[config.mk]
export PLATFORM = sky130hd
export DESIGN_NAME = instr_trace_encoder_flat
export DESIGN_NICKNAME = d
export VERILOG_FILES = /design/src/rtl/instr_trace_encoder_if.sv /design/src/rtl/instr_trace_encoder.sv /design/src/flat_wrapper.sv
export SDC_FILE = /design/constraint.sdc
export NUM_CORES = 1
export LEC_CHECK = 0
export ABC_AREA = 1
export CAP_MARGIN = 0
export CORE_ASPECT_RATIO = 2
export CORE_MARGIN = 4
export CORE_UTILIZATION = 50
export CTS_BUF_LIST = sky130_fd_sc_hd__clkbuf_4 sky130_fd_sc_hd__clkbuf_8 sky130_fd_sc_hd__clkbuf_16
export CTS_CLUSTER_DIAMETER = 50
export DETAILED_ROUTE_END_ITERATION = 8
export HOLD_SLACK_MARGIN = 0.1
export PLACE_DENSITY = 0.68
export SKIP_CTS_REPAIR_TIMING = 1
export SLEW_MARGIN = 5
export SYNTH_ARGS = -nofsm -noshare
export SYNTH_HDL_FRONTEND = slang
export SYNTH_SLANG_ARGS = --single-unit
[constraint.sdc]
create_clock -name clock -period 5.9 [get_ports clock]
set_input_delay 1.77 -clock clock [delete_from_list [all_inputs] [get_ports clock]]
set_output_delay 1.77 -clock clock [all_outputs]
set_load 0.05 [all_outputs]
[src/rtl/instr_trace_encoder_if.sv]
// rtl/instr_trace_encoder_if.sv - control-bus snoop and trace-record stream bundle for instr_trace_encoder
//
// Purpose: groups every non-clock, non-reset signal of the trace encoder.
// Ports (signals):
//   state_i, d_addr_i, d_wr_i, rf_s_i, rf_w_addr_i, rf_ra_addr_i, rf_rb_addr_i,
//   rf_w_wr_i, rf_ra_rd_i, rf_rb_rd_i, alu_s_i, out_ready -> driven by master
//   out_valid, out_word, out_seq, out_mismatch, overflow, halted, level -> driven by slave
// Modports: master (controller/consumer side), slave (encoder side).

interface instr_trace_encoder_if #(
    parameter int DEPTH = 8
);
    logic [3:0]               state_i;
    logic [7:0]               d_addr_i;
    logic                     d_wr_i;
    logic                     rf_s_i;
    logic [3:0]               rf_w_addr_i;
    logic [3:0]               rf_ra_addr_i;
    logic [3:0]               rf_rb_addr_i;
    logic                     rf_w_wr_i;
    logic                     rf_ra_rd_i;
    logic                     rf_rb_rd_i;
    logic [2:0]               alu_s_i;
    logic                     out_ready;
    logic                     out_valid;
    logic [15:0]              out_word;
    logic [7:0]               out_seq;
    logic                     out_mismatch;
    logic                     overflow;
    logic                     halted;
    logic [$clog2(DEPTH):0]   level;

    modport master (
        output state_i, d_addr_i, d_wr_i, rf_s_i, rf_w_addr_i, rf_ra_addr_i,
               rf_rb_addr_i, rf_w_wr_i, rf_ra_rd_i, rf_rb_rd_i, alu_s_i, out_ready,
        input  out_valid, out_word, out_seq, out_mismatch, overflow, halted, level
    );

    modport slave (
        input  state_i, d_addr_i, d_wr_i, rf_s_i, rf_w_addr_i, rf_ra_addr_i,
               rf_rb_addr_i, rf_w_wr_i, rf_ra_rd_i, rf_rb_rd_i, alu_s_i, out_ready,
        output out_valid, out_word, out_seq, out_mismatch, overflow, halted, level
    );
endinterface

[src/rtl/instr_trace_encoder.sv]
// rtl/instr_trace_encoder.sv - re-encodes retired instructions from controller state into a trace FIFO
//
// Purpose: snoops the processor controller, rebuilds each retired 16-bit
// instruction word, checks the control signature against the opcode and
// queues {mismatch, seq, word} records for a valid/ready consumer.
// Ports:
//   clock - system clock, rising edge
//   reset - synchronous, active-high
//   bus   - instr_trace_encoder_if.slave (controller snoop inputs, record stream, status)

module instr_trace_encoder #(
    parameter int DEPTH = 8
) (
    input  logic                  clock,
    input  logic                  reset,
    instr_trace_encoder_if.slave  bus
);
    localparam int AW = $clog2(DEPTH);
    localparam logic [AW:0] FULL_LEVEL = (AW+1)'(DEPTH);

    localparam logic [3:0] ST_INIT   = 4'd0;
    localparam logic [3:0] ST_FETCH  = 4'd1;
    localparam logic [3:0] ST_NOOP   = 4'd3;
    localparam logic [3:0] ST_LOAD_B = 4'd5;
    localparam logic [3:0] ST_STORE  = 4'd6;
    localparam logic [3:0] ST_ADD    = 4'd7;
    localparam logic [3:0] ST_SUB    = 4'd8;
    localparam logic [3:0] ST_HALT   = 4'd9;

    logic [3:0]    prev_state;
    logic          retire;
    logic          halt_entry;
    logic          capture;
    logic [15:0]   cap_word;
    logic          cap_mismatch;

    logic [24:0]   mem [DEPTH];
    logic [AW-1:0] wr_ptr;
    logic [AW-1:0] rd_ptr;
    logic [AW:0]   count;
    logic [7:0]    seq;
    logic          overflow_q;
    logic          halted_q;
    logic          pop;
    logic          push;
    logic [24:0]   head;

    // Back in FETCH after an execute state means that instruction retired; the
    // bus still carries the values the controller registered while executing.
    always_comb begin
        retire = (bus.state_i == ST_FETCH) &&
                 (prev_state inside {ST_NOOP, ST_LOAD_B, ST_STORE, ST_ADD, ST_SUB});
        halt_entry = (bus.state_i == ST_HALT) && (prev_state != ST_HALT);
        capture = retire || halt_entry;

        cap_word     = 16'h0000;
        cap_mismatch = 1'b0;
        if (halt_entry) begin
            cap_word = 16'h5000;
        end else begin
            case (prev_state)
                ST_LOAD_B: begin
                    cap_word     = {4'b0010, bus.d_addr_i, bus.rf_w_addr_i};
                    cap_mismatch = !(bus.rf_s_i && bus.rf_w_wr_i && !bus.d_wr_i);
                end
                ST_STORE: begin
                    cap_word     = {4'b0001, bus.rf_ra_addr_i, bus.d_addr_i};
                    cap_mismatch = !(bus.d_wr_i && bus.rf_ra_rd_i && !bus.rf_w_wr_i);
                end
                ST_ADD, ST_SUB: begin
                    cap_word     = {(prev_state == ST_ADD) ? 4'b0011 : 4'b0100,
                                    bus.rf_ra_addr_i, bus.rf_rb_addr_i, bus.rf_w_addr_i};
                    cap_mismatch = !(!bus.rf_s_i && bus.rf_w_wr_i && bus.rf_ra_rd_i &&
                                     bus.rf_rb_rd_i &&
                                     (bus.alu_s_i == ((prev_state == ST_ADD) ? 3'd1 : 3'd2)));
                end
                default: begin
                    cap_word     = 16'h0000;
                    cap_mismatch = 1'b0;
                end
            endcase
        end
    end

    // A same-cycle pop frees the slot, so a full FIFO can still accept.
    assign pop  = (count != '0) && bus.out_ready;
    assign push = capture && ((count != FULL_LEVEL) || pop);

    always_ff @(posedge clock) begin
        if (reset) begin
            prev_state <= ST_INIT;
            wr_ptr     <= '0;
            rd_ptr     <= '0;
            count      <= '0;
            seq        <= 8'd0;
            overflow_q <= 1'b0;
            halted_q   <= 1'b0;
        end else begin
            prev_state <= bus.state_i;
            // Dropped captures still consume a sequence number.
            if (capture)
                seq <= seq + 8'd1;
            if (capture && !push)
                overflow_q <= 1'b1;
            if (halt_entry)
                halted_q <= 1'b1;
            if (push)
                wr_ptr <= wr_ptr + AW'(1);
            if (pop)
                rd_ptr <= rd_ptr + AW'(1);
            if (push && !pop)
                count <= count + (AW+1)'(1);
            else if (pop && !push)
                count <= count - (AW+1)'(1);
        end
    end

    always_ff @(posedge clock) begin
        if (!reset && push)
            mem[wr_ptr] <= {cap_mismatch, seq, cap_word};
    end

    // Head fields read as zero while empty so reset shows a clean record.
    assign head             = mem[rd_ptr];
    assign bus.out_valid    = (count != '0);
    assign bus.out_word     = bus.out_valid ? head[15:0]  : 16'h0000;
    assign bus.out_seq      = bus.out_valid ? head[23:16] : 8'd0;
    assign bus.out_mismatch = bus.out_valid ? head[24]    : 1'b0;
    assign bus.overflow     = overflow_q;
    assign bus.halted       = halted_q;
    assign bus.level        = count;
endmodule
[src/flat_wrapper.sv]
// flat-port wrapper written by rule: the top's interface ports become plain ports
module instr_trace_encoder_flat 
#(
    parameter int DEPTH = 8
)
  (clock, reset, bus_state_i, bus_d_addr_i, bus_d_wr_i, bus_rf_s_i, bus_rf_w_addr_i, bus_rf_ra_addr_i, bus_rf_rb_addr_i, bus_rf_w_wr_i, bus_rf_ra_rd_i, bus_rf_rb_rd_i, bus_alu_s_i, bus_out_ready, bus_out_valid, bus_out_word, bus_out_seq, bus_out_mismatch, bus_overflow, bus_halted, bus_level);
  instr_trace_encoder_if #(.DEPTH(DEPTH)) bus_i ();
  input  logic clock;
  input  logic reset;
  input wire logic [$bits(bus_i.state_i)-1:0] bus_state_i;
  input wire logic [$bits(bus_i.d_addr_i)-1:0] bus_d_addr_i;
  input wire logic [$bits(bus_i.d_wr_i)-1:0] bus_d_wr_i;
  input wire logic [$bits(bus_i.rf_s_i)-1:0] bus_rf_s_i;
  input wire logic [$bits(bus_i.rf_w_addr_i)-1:0] bus_rf_w_addr_i;
  input wire logic [$bits(bus_i.rf_ra_addr_i)-1:0] bus_rf_ra_addr_i;
  input wire logic [$bits(bus_i.rf_rb_addr_i)-1:0] bus_rf_rb_addr_i;
  input wire logic [$bits(bus_i.rf_w_wr_i)-1:0] bus_rf_w_wr_i;
  input wire logic [$bits(bus_i.rf_ra_rd_i)-1:0] bus_rf_ra_rd_i;
  input wire logic [$bits(bus_i.rf_rb_rd_i)-1:0] bus_rf_rb_rd_i;
  input wire logic [$bits(bus_i.alu_s_i)-1:0] bus_alu_s_i;
  input wire logic [$bits(bus_i.out_ready)-1:0] bus_out_ready;
  output wire logic [$bits(bus_i.out_valid)-1:0] bus_out_valid;
  output wire logic [$bits(bus_i.out_word)-1:0] bus_out_word;
  output wire logic [$bits(bus_i.out_seq)-1:0] bus_out_seq;
  output wire logic [$bits(bus_i.out_mismatch)-1:0] bus_out_mismatch;
  output wire logic [$bits(bus_i.overflow)-1:0] bus_overflow;
  output wire logic [$bits(bus_i.halted)-1:0] bus_halted;
  output wire logic [$bits(bus_i.level)-1:0] bus_level;
  assign bus_i.state_i = bus_state_i;
  assign bus_i.d_addr_i = bus_d_addr_i;
  assign bus_i.d_wr_i = bus_d_wr_i;
  assign bus_i.rf_s_i = bus_rf_s_i;
  assign bus_i.rf_w_addr_i = bus_rf_w_addr_i;
  assign bus_i.rf_ra_addr_i = bus_rf_ra_addr_i;
  assign bus_i.rf_rb_addr_i = bus_rf_rb_addr_i;
  assign bus_i.rf_w_wr_i = bus_rf_w_wr_i;
  assign bus_i.rf_ra_rd_i = bus_rf_ra_rd_i;
  assign bus_i.rf_rb_rd_i = bus_rf_rb_rd_i;
  assign bus_i.alu_s_i = bus_alu_s_i;
  assign bus_i.out_ready = bus_out_ready;
  assign bus_out_valid = bus_i.out_valid;
  assign bus_out_word = bus_i.out_word;
  assign bus_out_seq = bus_i.out_seq;
  assign bus_out_mismatch = bus_i.out_mismatch;
  assign bus_overflow = bus_i.overflow;
  assign bus_halted = bus_i.halted;
  assign bus_level = bus_i.level;
  instr_trace_encoder #(.DEPTH(DEPTH)) u_core (.clock(clock), .reset(reset), .bus(bus_i));
endmodule
=== After elaboration in Yosys (flattened, before gate mapping) ===
Memories as Yosys holds them, arrays and structs flattened. A register that Yosys moved wholly into a read port is not among the register bits.
Cells that the tools add are included.

* Register bits after elaboration: 24
* RAM bits: 200
* Memories kept: 1
* Bits of input ports: 35
* Word-level logic and storage cells: 69

{| class="wikitable"
|+ Memory list
! name !! depth !! width !! read ports !! clocked after Yosys merged registers in !! write ports !! line !! text
|-
| u_core.mem || 8 || 25 || 1 || 1 || 1 || instr_trace_encoder.sv:37 || <nowiki>logic [24:0] mem [DEPTH];</nowiki>
|}

* Equal/unequal tests: 10
* Add/subtract/negate cells: 5
* Reduce and logical (&&, ||, !) cells: 31
* Mux-type cells: 15

{| class="wikitable"
|+ Operators by type and width
! kind !! number
|-
| case mux 16 bit (3 select lines) || 1
|-
| 2-to-1 mux 16 bit || 2
|-
| logical AND 1 bit || 16
|-
| == test 4 x 3 -> 1 bit (second input constant) || 3
|-
| zero test 1 bit || 9
|-
| 2-to-1 mux 3 bit || 3
|-
| adder 8 x 1 -> 8 bit (second input constant) || 1
|-
| == test 4 bit (second input constant) || 2
|-
| 2-to-1 mux 4 bit || 2
|-
| 2-to-1 mux 8 bit || 1
|-
| inequality test 4 bit (second input constant) || 2
|-
| adder 3 x 1 -> 3 bit (second input constant) || 2
|-
| nonzero test 5 bit || 1
|-
| adder 4 x 1 -> 4 bit (second input constant) || 1
|-
| == test 4 x 1 -> 1 bit (second input constant) || 1
|-
| == test 4 x 2 -> 1 bit (second input constant) || 1
|-
| 2-to-1 mux 1 bit || 4
|-
| nonzero test 4 bit || 1
|-
| subtractor 4 x 1 -> 4 bit (second input constant) || 1
|-
| == test 3 bit || 1
|-
| case mux 1 bit (3 select lines) || 1
|-
| logical OR 1 bit || 2
|-
| 2-to-1 mux 2 bit || 1
|-
| nonzero test 2 bit || 1
|-
| OR reduction 2 bit || 1
|}

=== Longest topological paths before layout ===
Gate-level depths: netlist of run 1.

* Depth after elaboration: 9
* Mapped depth: 22
* Gate-level depth less buffers: 21

=== Worst setup path before layout of run 1 ===
No wires, ideal clock.

* Path type: register to output
* Start point: register u_core.count[0], in the netlist u_core.bus.level[0]
* End point: output port bus_out_word[10]
* Required time: 4130 ps
* Path buffers: 1
* Data arrival time: 2399 ps
* Stages on the path, launching flop included: 8
* Slack: 1731 ps
* Path through: dfxtp_1 > inv_1 > nand3_2 > inv_1 > nand2_1 > buf_2 > o21ai_0 > a31oi_1

* Cells in the longest elaborated chain, start to end: 2

{| class="wikitable"
|+ RTL lines
! element !! line !! text
|-
| start, declared || instr_trace_encoder.sv:40 || <nowiki>logic [AW:0] count;</nowiki>
|-
| start signal, assigned || instr_trace_encoder.sv:112 || <nowiki>count <= count + (AW+1)'(1);</nowiki>
|-
| start signal, assigned || instr_trace_encoder.sv:114 || <nowiki>count <= count - (AW+1)'(1);</nowiki>
|-
| nonzero test 4 bit || instr_trace_encoder.sv:125 || <nowiki>assign bus.out_valid = (count != '0);</nowiki>
|-
| via bus_out_valid || flat_wrapper.sv:22 || <nowiki>output wire logic [$bits(bus_i.out_valid)-1:0] bus_out_valid;</nowiki>
|-
| 2-to-1 mux 16 bit || instr_trace_encoder.sv:126 || <nowiki>assign bus.out_word = bus.out_valid ? head[15:0] : 16'h0000;</nowiki>
|-
| end, declared || flat_wrapper.sv:23 || <nowiki>output wire logic [$bits(bus_i.out_word)-1:0] bus_out_word;</nowiki>
|}

The timed path passes the listed nets, and every way through them passes these cells.

==> results.sh, run 1 <==
export IMPL_cp_slowest_stage_delay_ns=0.88
export IMPL_drc=0
export IMPL_cp_top_family="buffers and inverters"
export IMPL_dieArea_sq_um=20800
export IMPL_clk_path_buf_depth=3
export IMPL_place_hpwl_um=12400
export IMPL_worst_path_max_delay_cell="clkdlybuf4s50_1"
export IMPL_r2r_slack_ns=3.15
export IMPL_maxCapViolCount=0
export IMPL_fin_cells=1107
export IMPL_start_util=0.506
export IMPL_cp_data_arrival_time_ns=3.37
export IMPL_die_width_um=104
export IMPL_port_buffers=65
export IMPL_cts_root_buf="clkbuf_16"
export IMPL_cts_sinks=219
export IMPL_syn_nets=866
export IMPL_async_flop_share=0
export IMPL_grt_use_met3=0.0322
export IMPL_cp_common_cell="o21ai_0"
export IMPL_worst_slack_ns=0.760
export IMPL_pwr_density_cell_nw_per_um2=454
export IMPL_rows=70
export IMPL_slew_viol_final=0
export IMPL_yosysUniqueCellTypes=38
export IMPL_vdd_ir_drop_max_mv=0.290
export IMPL_dp_slack_ns=1.26
export IMPL_syn2layout_area_growth_pct=14.8
export IMPL_synth_edf_count=192
export IMPL_avgRoutedWirePerCell_um=18.6
export IMPL_drt_total_wl_um=20600
export IMPL_vias=6127
export IMPL_cts_tree="yes"
export IMPL_clock_latency_ns=0.47
export IMPL_period_needed_ns=5.14
export IMPL_synth_area_per_cell_sq_um=11.2
export IMPL_globalRouteOverflowTotal=0
export IMPL_syn_inst=824
export IMPL_cp_start_kind="register"
export IMPL_fin_setup_tns_ns=0
export IMPL_timing_fmax_mhz=195
export IMPL_slew_limit_headroom=0.341
export IMPL_diodes=0
export IMPL_endpoint_kind="primary output"
export IMPL_critical_path_buf_inv_count=2
export IMPL_dr_pass1_iters=5
export IMPL_met2_usage=0.375
export IMPL_ant_nets=0
export IMPL_synthFlopType="edfxtp_1"
export IMPL_drtIter0Drc=388
export IMPL_worstMarginPinSlew_ns=0.987
export IMPL_setup_violations=0
export IMPL_crit_path_cell_trace="buf_4 -> o21ai_0 -> o21ai_1 -> o21ai_0 -> a31oi_1 -> clkdlybuf4s50_1"
export IMPL_min_period_over_period=0.871
export IMPL_grt_setup_unrepaired="false"
export IMPL_met1_usage=0.224
export IMPL_grt_pass1_vias=6104
export IMPL_whs_ns=0.482
export IMPL_fill_cells=1488
export IMPL_grt_first_pass_wirelength_um=32100
export IMPL_antenna_found_initial=0
export IMPL_grtUsageTotal=0.196
export IMPL_placedCellCount=1076
export IMPL_hold_viol=0
export IMPL_power_mw=4.81
export IMPL_ys_warn_count=0
export IMPL_die_y_um=200
export IMPL_gp_congestion=0.775
export IMPL_routed_via_density=5.53
export IMPL_grt_max_degree=97
export IMPL_drive_gt1_frac=0.0853
export IMPL_cp_required_ns=4.13
export IMPL_critical_path_class="register to primary output"
export IMPL_synthesis_area_sq_um=9220
export IMPL_coreArea_sq_um=18200
export IMPL_yosysSeqAreaShare=0.684
export IMPL_ios=67
export IMPL_clk_pin_slew_ns=0.07
export IMPL_hold_path_class="register to register"
export IMPL_p_leak_nw=3.70
export IMPL_crit_path_max_fanout=45
export IMPL_status="complete, no violations"
export IMPL_yosys_register_bits=219
export IMPL_top_usage_layer="met2"
export IMPL_fin_worst_skew_ns=0.00541
export IMPL_cts_buffers=19
export IMPL_nNetsFinal=923
export IMPL_ctsHtreeMaxLevel=1
-- power breakdown --
group          switching [mW]  total [mW]  internal [mW]
registers              0.0722        1.78           1.71
clock network           0.507        1.16          0.651
logic                    1.29        1.87          0.584
-- stage by stage --
step           instance area [sq um]   util
4_1_cts                        10600  0.581
6_report                       10600  0.581
3_3_place_gp                   10000  0.550
3_5_place_dp                   10000  0.550
5_1_grt                        10600  0.581
2_1_floorplan                   9220      -
-- registers in the layout, summed over array words and instances, names as in the netlist, named ones only --
| name | flops |
|---|---|
| u_core.mem | 192 |
| u_core.seq | 8 |
| u_core.bus.level | 4 |
| u_core.prev_state | 4 |
| u_core.rd_ptr | 3 |
| u_core.wr_ptr | 3 |
| u_core.bus.halted | 1 |
| u_core.bus.overflow | 1 |
-- placed cells by master, fill, tap and decap left out, types with 5 or more instances in the layout --
cell | Yosys | routed
nand3_1 | 10 | 10
clkbuf_16 | 0 | 19
nand3_2 | 7 | 7
o21ai_1 | 25 | 25
o21ai_0 | 127 | 127
nand2_1 | 57 | 57
a21oi_1 | 21 | 21
ha_1 | 6 | 6
buf_4 | 8 | 14
edfxtp_1 | 192 | 192
a31oi_1 | 28 | 28
clkdlybuf4s50_1 | 0 | 65
nor2_2 | 3 | 11
dfxtp_1 | 27 | 25
nor2_1 | 218 | 210
inv_1 | 29 | 29
clkbuf_4 | 0 | 5
-- Yosys cell counts (all sizes together), types with 4 or more instances --
cell      n  share of area
a21oi    21          0.011
a22oi     4         0.0033
a31oi    28          0.019
buf      28          0.023
clkbuf   16         0.0065
dfxtp    27          0.059
edfxtp  192           0.63
ha        6         0.0081
inv      32          0.013
nand2    63          0.028
nand3    17          0.013
nand3b    4         0.0046
nor2    221          0.091
o21ai   152          0.082
-- cell families (layout without fill, tap and decap cells) --
| family | count (synthesis) | in the layout | synth area share |
|---|---|---|---|
| simple gates | 309 | 309 | 0.140 |
| flops | 219 | 219 | 0.684 |
| compound gates | 207 | 207 | 0.118 |
| buf+inv | 78 | 145 | 0.0445 |
| fa+ha+maj | 7 | 7 | 0.0103 |
| xor+xnor | 3 | 3 | 0.00285 |
| other cells | 1 | 1 | 0.000407 |
-- worst min-delay path, cell delays in order, from the launching register on --
cell and delay [ns]:
dfxtp_1 0.31, inv_1 0.05, a21oi_1 0.07
-- worst paths after layout --
path                                    start                          endpoint  cells past startpoint
max                                  register                  bus_out_word[12]                      6
min             u_core.rd_ptr[2]$_SDFFE_PP0N_     u_core.rd_ptr[2]$_SDFFE_PP0N_                      2
max reg2reg  u_core.bus.level[0]$_SDFFE_PP0P_  u_core.bus.level[3]$_SDFFE_PP0P_                     17
min reg2reg     u_core.rd_ptr[2]$_SDFFE_PP0N_     u_core.rd_ptr[2]$_SDFFE_PP0N_                      2
-- layer usage --
layer,vias up,wire (um)
li1,2992,-
met1,2932,7840
met2,176,11200
met3,27,1130
met4,0,452
met5,-,0
-- cell type report --
class / count / area, sq um / share of cell area
clock buffer: 27 / 554 / 0.0523
clock inverter: 4 / 18.8 / 0.00177
inverter: 34 / 135 / 0.0128
multi-input combinational: 527 / 2530 / 0.239
sequential: 219 / 6310 / 0.596
tap: 216 / 270 / 0.0255
timing repair buffer: 80 / 776 / 0.0733
Note: power is estimated with default switching activity, not from simulation.
==> run 2, diff against run 1 <==
--- a/config.mk
+++ b/config.mk
@@ -6,11 +6,11 @@
 export NUM_CORES = 1
 export LEC_CHECK = 0
 export ABC_AREA = 1
-export CAP_MARGIN = 0
+export CAP_MARGIN = 20
 export CORE_ASPECT_RATIO = 2
 export CORE_MARGIN = 4
 export CORE_UTILIZATION = 50
-export CTS_BUF_LIST = sky130_fd_sc_hd__clkbuf_4 sky130_fd_sc_hd__clkbuf_8 sky130_fd_sc_hd__clkbuf_16
+export CTS_BUF_LIST = sky130_fd_sc_hd__clkbuf_16
 export CTS_CLUSTER_DIAMETER = 50
 export DETAILED_ROUTE_END_ITERATION = 8
 export HOLD_SLACK_MARGIN = 0.1
==> constraint.sdc (replaced) <==
create_clock -name clock -period 5.9 [get_ports clock]
set_input_delay 1.18 -clock clock [delete_from_list [all_inputs] [get_ports clock]]
set_output_delay 1.18 -clock clock [all_outputs]
set_load 0.05 [all_outputs]
==> run 2 against run 1 <==
  * Count of clock-buffer cells in the layout down 8
  * Fmax is 13% higher
  * Utilization is 0.19 points lower
  * First-iteration DRC count increased by 11%
  * Routed wire length decreased by 3.0%
  * Register-to-register slack got worse by 0.53 ns
  * Worst setup slack better by 0.59 ns
  * Via count grew 0.80%
  * Largest cell class unchanged
==> results.sh, run 2 (synthesis results as in run 1) <==
export IMPL_port_buffers=65
export IMPL_worstMarginPinSlew_ns=1.11
export IMPL_fin_setup_tns_ns=0
export IMPL_hold_viol=0
export IMPL_finalInstanceArea_sq_um=10600
export IMPL_power_mw=4.80
export IMPL_grt_use_met3=0.0254
export IMPL_regMostFlops="u_core.mem"
export IMPL_cp_data_arrival_time_ns=3.37
export IMPL_cts_buffers=19
export IMPL_switchingPower_mw=1.85
export IMPL_globalRouteOverflowTotal=0
export IMPL_p_sw_frac=0.386
export IMPL_fill_cells=1489
export IMPL_pwr_share_comb=0.386
export IMPL_ctsHtreeMaxLevel=1
export IMPL_reg_top3="u_core.mem (192), u_core.seq (8)"
export IMPL_whs_ns=0.474
export IMPL_placedCellCount=1069
export IMPL_coreArea_sq_um=18200
export IMPL_largest_reg_flops=192
export IMPL_avgRoutedWirePerCell_um=18.2
export IMPL_gp_congestion=0.770
export IMPL_clk_pin_slew_ns=0.06
export IMPL_grtUsageTotal=0.194
export IMPL_met1_usage=0.229
export IMPL_antenna_found_initial=0
export IMPL_place_hpwl_um=12200
export IMPL_vias=6176
export IMPL_setup_violations=0
export IMPL_die_width_um=104
export IMPL_pwr_density_cell_nw_per_um2=455
export IMPL_cts_sinks=219
export IMPL_diodes=0
export IMPL_ios=67
export IMPL_grt_max_degree=97
export IMPL_vdd_ir_drop_max_mv=0.378
export IMPL_worst_slack_ns=1.35
export IMPL_fin_cells=1102
export IMPL_routed_via_density=5.60
export IMPL_drt_total_wl_um=20000
export IMPL_multiInputGateArea_sq_um=2540
export IMPL_clock_latency_ns=0.48
export IMPL_die_y_um=200
export IMPL_grt_first_pass_wirelength_um=32000
export IMPL_syn2layout_area_growth_pct=14.4
export IMPL_cts_tree="yes"
export IMPL_dp_slack_ns=1.83
export IMPL_layout_commonest_cell="nor2_1"
export IMPL_fin_worst_skew_ns=0.0103
export IMPL_cp_required_ns=4.72
export IMPL_status="complete, no violations"
export IMPL_drive_gt1_frac=0.0722
export IMPL_grt_setup_unrepaired="false"
export IMPL_cts_root_buf="clkbuf_16"
export IMPL_nNetsFinal=916
export IMPL_hold_path_class="register to register"
export IMPL_slew_viol_final=0
export IMPL_clk_path_buf_depth=3
export IMPL_p_seq_frac=0.367
export IMPL_ant_nets=0
export IMPL_start_util=0.506
export IMPL_min_period_over_period=0.772
export IMPL_crit_path_max_fanout=30
export IMPL_met2_usage=0.368
export IMPL_dieArea_sq_um=20800
export IMPL_rows=70
export IMPL_seqCellArea_sq_um=6310
export IMPL_clockPowerShare=0.246
export IMPL_slew_limit_headroom=0.257
export IMPL_dpl_instance_area_sq_um=9970
export IMPL_drtIter0Drc=430
export IMPL_grt_pass1_vias=6100
export IMPL_dr_pass1_iters=5
export IMPL_internal_power_mw=2.95
export IMPL_top_usage_layer="met2"
export IMPL_final_cell_mix="nor2_1, edfxtp_1, o21ai_0"
export IMPL_timing_fmax_mhz=220
export IMPL_period_needed_ns=4.55
export IMPL_critical_path_class="register to primary output"
export IMPL_maxCapViolCount=0
export IMPL_cp_start_kind="register"
export IMPL_endpoint_kind="primary output"
export IMPL_fin_util=0.579
export IMPL_p_leak_nw=3.69
export IMPL_drc=0
## run 2: area by class of cell
class,count,share of cell area
Sequential cell,219,0.598
Multi-Input combinational cell,527,0.241
Timing Repair Buffer,73,0.0673
Clock buffer,19,0.0450
Tap cell,216,0.0256
Inverter,34,0.0128
Clock inverter,14,0.0107
## run 2: final timing paths
check                                                       from  depth (start not counted)                          endpoint  slack (ns)
worst min register to register     u_core.rd_ptr[2]$_SDFFE_PP0N_                          2     u_core.rd_ptr[2]$_SDFFE_PP0N_        0.47
worst max register to register  u_core.bus.level[0]$_SDFFE_PP0P_                         17  u_core.bus.level[3]$_SDFFE_PP0P_        2.62
worst max-delay path                                    register                          5                    bus_out_seq[2]        1.35
worst min-delay path               u_core.rd_ptr[2]$_SDFFE_PP0N_                          2     u_core.rd_ptr[2]$_SDFFE_PP0N_        0.47
## run 2: metal layers
layer,routed length [um],up-vias
met1,7850,2972
met5,0,-
met4,461,0
li1,-,2981
met2,10700,188
met3,1020,35
## run 2: critical path, stage by stage (launching register included)
cell and delay [ns]:
dfxtp_2 0.71, inv_1 0.65, nor2_1 0.26, o21ai_1 0.11
a31oi_1 0.30, clkdlybuf4s50_1 0.86
## run 2: power by group through the flow
| stage | clock network (mW) | registers, mW | logic [mW] |
|---|---|---|---|
| 4_1_cts | 1.20 | 1.76 | 1.88 |
| 5_1_grt | 1.26 | 1.77 | 2.02 |
| 3_3_place_gp | 0 | 1.79 | 1.86 |
| 6_report | 1.18 | 1.76 | 1.85 |
| 3_5_place_dp | 0 | 1.80 | 1.88 |
| 2_1_floorplan | 0 | 1.81 | 1.30 |
